`src/rtl/alu_operand_queue.sv`:
```
// First-word-fall-through operand queue feeding the 32-bit ALU; 1-cycle push-to-present, no empty bypass.
// Refuses pushes while full regardless of pops; head is held stable while alu_ready is low.
module alu_operand_queue #(
    parameter int WIDTH  = 32,
    parameter int DEPTH  = 4,
    parameter int ADDR_W = 2
) (
    input  logic              clk,
    input  logic              reset,
    input  logic              in_valid,
    output logic              in_ready,
    input  logic [2:0]        in_control,
    input  logic [WIDTH-1:0]  in_a,
    input  logic [WIDTH-1:0]  in_b,
    input  logic              in_fwd,
    output logic [WIDTH-1:0]  alu_a,
    output logic [WIDTH-1:0]  alu_b,
    output logic [2:0]        alu_control,
    output logic              alu_valid,
    input  logic              alu_ready,
    input  logic [WIDTH-1:0]  alu_result,
    output logic [WIDTH-1:0]  last_result,
    output logic [ADDR_W:0]   count
);

    typedef struct packed {
        logic [2:0]       ctrl;
        logic [WIDTH-1:0] a;
        logic [WIDTH-1:0] b;
        logic             fwd;
    } entry_t;

    entry_t              r_mem [DEPTH];
    logic [ADDR_W-1:0]   r_wr_ptr;
    logic [ADDR_W-1:0]   r_rd_ptr;
    logic [ADDR_W:0]     r_count;
    logic [WIDTH-1:0]    r_last;

    logic                w_push;
    logic                w_pop;
    entry_t              w_head;

    assign in_ready    = (r_count != (ADDR_W+1)'(DEPTH));
    assign alu_valid   = (r_count != '0);
    assign w_push      = in_valid && in_ready;
    assign w_pop       = alu_valid && alu_ready;
    assign count       = r_count;
    assign last_result = r_last;
    assign w_head      = r_mem[r_rd_ptr];

    // Forwarded ops read last_result live, so a chain of dependent ops resolves one per issue.
    always_comb begin
        alu_a       = '0;
        alu_b       = '0;
        alu_control = '0;
        if (alu_valid) begin
            alu_a       = w_head.fwd ? r_last : w_head.a;
            alu_b       = w_head.b;
            alu_control = w_head.ctrl;
        end
    end

    always_ff @(posedge clk) begin
        if (w_push && !reset) begin
            r_mem[r_wr_ptr] <= '{ctrl: in_control, a: in_a, b: in_b, fwd: in_fwd};
        end
    end

    always_ff @(posedge clk) begin
        if (reset) begin
            r_wr_ptr <= '0;
            r_rd_ptr <= '0;
            r_count  <= '0;
            r_last   <= '0;
        end else begin
            if (w_push) begin
                r_wr_ptr <= r_wr_ptr + ADDR_W'(1);
            end
            if (w_pop) begin
                r_rd_ptr <= r_rd_ptr + ADDR_W'(1);
                r_last   <= alu_result;
            end
            case ({w_push, w_pop})
                2'b10:   r_count <= r_count + (ADDR_W+1)'(1);
                2'b01:   r_count <= r_count - (ADDR_W+1)'(1);
                default: r_count <= r_count;
            endcase
        end
    end

endmodule

```
`config.mk`:
```
export PLATFORM = sky130hd
export DESIGN_NAME = alu_operand_queue
export DESIGN_NICKNAME = d
export VERILOG_FILES = /design/src/rtl/alu_operand_queue.sv
export SDC_FILE = /design/constraint.sdc
export NUM_CORES = 1
export LEC_CHECK = 0
export CAP_MARGIN = 20
export CORE_MARGIN = 5
export CORE_UTILIZATION = 53
export CTS_CLUSTER_DIAMETER = 40
export DETAILED_ROUTE_END_ITERATION = 10
export HOLD_SLACK_MARGIN = 0.05
export PLACE_DENSITY = 0.8
export SYNTH_ARGS = -nofsm -noshare
export SYNTH_HDL_FRONTEND = slang
export SYNTH_SLANG_ARGS = --single-unit
```
`constraint.sdc`:
```
create_clock -name clk -period 3.85 [get_ports clk]
set_input_delay 0.5775 -clock clk [delete_from_list [all_inputs] [get_ports clk]]
set_output_delay 0.5775 -clock clk [all_outputs]
set_load 0.02 [all_outputs]
```
==> results.json <==
{
  "final_cells": 1197,
  "cts.sinks": 313,
  "crit_arrival_ns": 2.91,
  "min_period_over_period_pct": 90.7,
  "synth_nets": 769,
  "dr.pass1.iters": 5,
  "fin_setup_tns_ns": 0,
  "grt_usage_pct": 20.2,
  "setup_ws_ns": 0.359,
  "start_util_pct": 53.6,
  "gp_congestion": 0.768,
  "layout_commonest_cell": "edfxtp_1",
  "finalInstanceArea_mm2": 0.0158,
  "min_path_type": "flip-flop to flip-flop",
  "power.total_mw": 11.2,
  "ctsHoldBuffers": 0,
  "power_density_mw_per_mm2": 711,
  "hpwl_um": 16000,
  "critical_path_class": "flip-flop to primary output",
  "cts_buffers": 39,
  "place_area_mm2": 0.0145,
  "post-route-drc-count": 0,
  "p_sw_mw": 3.39,
  "regArea_mm2": 0.00900,
  "boundaryPins": 208,
  "maxSlewHeadroom_pct": 27.6,
  "grt-ovfl-total": 0,
  "clk_transition_reported_paths_ns": 0.06,
  "portBuffers": 207,
  "fp.dieH_um": 161,
  "synth_cells": 659,
  "path_buf_inv": 1,
  "num_vias": 6666,
  "vias_per_cell": 5.57,
  "cp_data_required_time_ns": 3.27,
  "post-route-util_pct": 70.0,
  "drt_wl_total_um": 26200,
  "p_int_mw": 7.84,
  "power_frac_comb_pct": 32.0,
  "cpPeakStageDelay_ns": 1.07,
  "avgSynthCellArea_um2": 18.4,
  "ys_warn_count": 0,
  "setup_viol": 0,
  "n_antenna_cell": 0,
  "detail_route.iter0.violations": 458,
  "status": "finished clean",
  "grt_first_pass_wirelength_um": 40600,
  "htreeDepth": 2,
  "grt_max_degree": 68,
  "synth_area_mm2": 0.0121,
  "rsz0062_at_grt": "no",
  "fillers": 1436,
  "cp-start-kind": "flip-flop",
  "cts_resized": 0,
  "drt-wirelength-per-cell_um": 21.9,
  "p_clk_share_pct": 31.8,
  "hold_ws_ns": 0.471,
  "final_antenna_net_count": 0,
  "vdd_drop_max_mv": 0.503,
  "drive_gt1_share_pct": 17.1,
  "pre_cts_ws_ns": 0.860,
  "crit_fanout": 32,
  "seq_power_share_pct": 36.2,
  "multi_input_area_mm2": 0.00288,
  "cts_setup_buffers": 0,
  "clock.fmax_ghz": 0.286,
  "syn2layout_area_growth_pct": 30.6,
  "cpLargestDelayFamily": "multiplexers",
  "tightest_slew_ns": 1.09,
  "clk_path_buf_depth": 3,
  "antenna_found_initial": 4,
  "final_hold_viol_count": 0,
  "maxSlewViolCount": 0,
  "swShare_pct": 30.2,
  "row_count": 55,
  "root_buffer": "clkbuf_16",
  "clock-skew-final_ns": 0.0191,
  "coreArea_mm2": 0.0226,
  "place_inst": 1128,
  "dieArea_mm2": 0.0259,
  "cp_slowest_cell": "mux4_2",
  "die_width_um": 161,
  "nNetsFinal": 994,
  "grt_pass1_vias": 7055,
  "ys_seq_area_share_pct": 74.3,
  "leakagePower_nw": 5.21,
  "endpoint_kind": "primary output",
  "cap_viol_max_count": 0,
  "synth_seq_cells": 313,
  "cts_tree": "built",
  "yosysUniqueCellTypes": 24,
  "fin_crit_ns": 3.49,
  "crit_chain": "mux4_2 > mux2i_1 > nor2_1 > clkdlybuf4s50_1",
  "clk-insertion-delay-late_ns": 0.51,
  "layout_common_cells": "edfxtp_1 (272), clkdlybuf4s50_1 (207), mux4_2 (68), nand2_1 (65)"
}
## worst min-delay path: stages (launching register included)
cell and delay, ns:
dfxtp_1 0.32, nand2_1 0.05, a21oi_1 0.05
## cell usage after synthesis, drive strengths merged
| cell type | number | area [um2] |
|---|---|---|
| ha | 5 | 62.6 |
| edfxtp | 272 | 8170 |
| xnor2 | 1 | 8.76 |
| nor2 | 37 | 139 |
| buf | 19 | 151 |
| nand3 | 2 | 10.0 |
| nand2 | 65 | 244 |
| inv | 10 | 37.5 |
| a21oi | 37 | 185 |
| nor3 | 2 | 15.0 |
| xor2 | 2 | 17.5 |
| dfxtp | 41 | 821 |
| mux2i | 32 | 320 |
| mux4 | 68 | 1530 |
| fa | 1 | 20.0 |
| clkbuf | 18 | 67.6 |
| and2 | 39 | 244 |
| o31ai | 1 | 12.5 |
| or3 | 2 | 12.5 |
| nor3b | 1 | 7.51 |
| o21ai | 4 | 20.0 |
## layout make-up
class | instances | share of cell area [%]
repair buffers | 221 | 14.2
clock inverters | 22 | 1.62
multi-input cells | 299 | 18.2
clock buffers | 47 | 6.56
well taps | 285 | 2.26
flip-flops and latches | 313 | 57.0
inverters | 10 | 0.238
## logic make-up (layout without fill, tap and decap cells)
family | Yosys count | after routing | share of synthesized area (%)
mux | 100 | 100 | 15.3
xor+xnor | 3 | 3 | 0.217
buf+inv | 47 | 300 | 2.12
fa+ha+maj | 6 | 6 | 0.683
flops | 313 | 313 | 74.3
compound gates | 42 | 42 | 1.80
simple gates | 148 | 148 | 5.55
## sequential cells by signal, summed over array words and instances, names as in the netlist, named ones only
name,cells
r_mem,272
last_result,32
count,3
r_rd_ptr,2
r_wr_ptr,2
## final timing paths
| kind | start | end | cells after the start | slack [ns] |
|---|---|---|---|---|
| min | last_result[25] | last_result[25] | 2 | 0.47 |
| min reg2reg | last_result[25] | last_result[25] | 2 | 0.47 |
| max | flip-flop | alu_a[23] | 4 | 0.36 |
| max reg2reg | count[2] | count[2] | 9 | 1.39 |
## power by group through the flow
stage                     sequential (mW)  clock [mW]  combinational (mW)
after global placement               4.13           0                3.59
after CTS                            4.07        3.64                3.66
after floorplan                      4.20           0                2.11
final                                4.07        3.57                3.59
after detailed placement             4.14           0                3.62
after global routing                 4.09        3.81                3.85
## layer usage
layer	routed length, um	global-route usage, %	vias to the layer above
li1	-	-	2986
met1	10900	27.8	3356
met2	12600	32.8	271
met3	2210	5.61	45
met4	418	4.54	8
met5	58	0	-
Power figures use the tool's default switching activity.
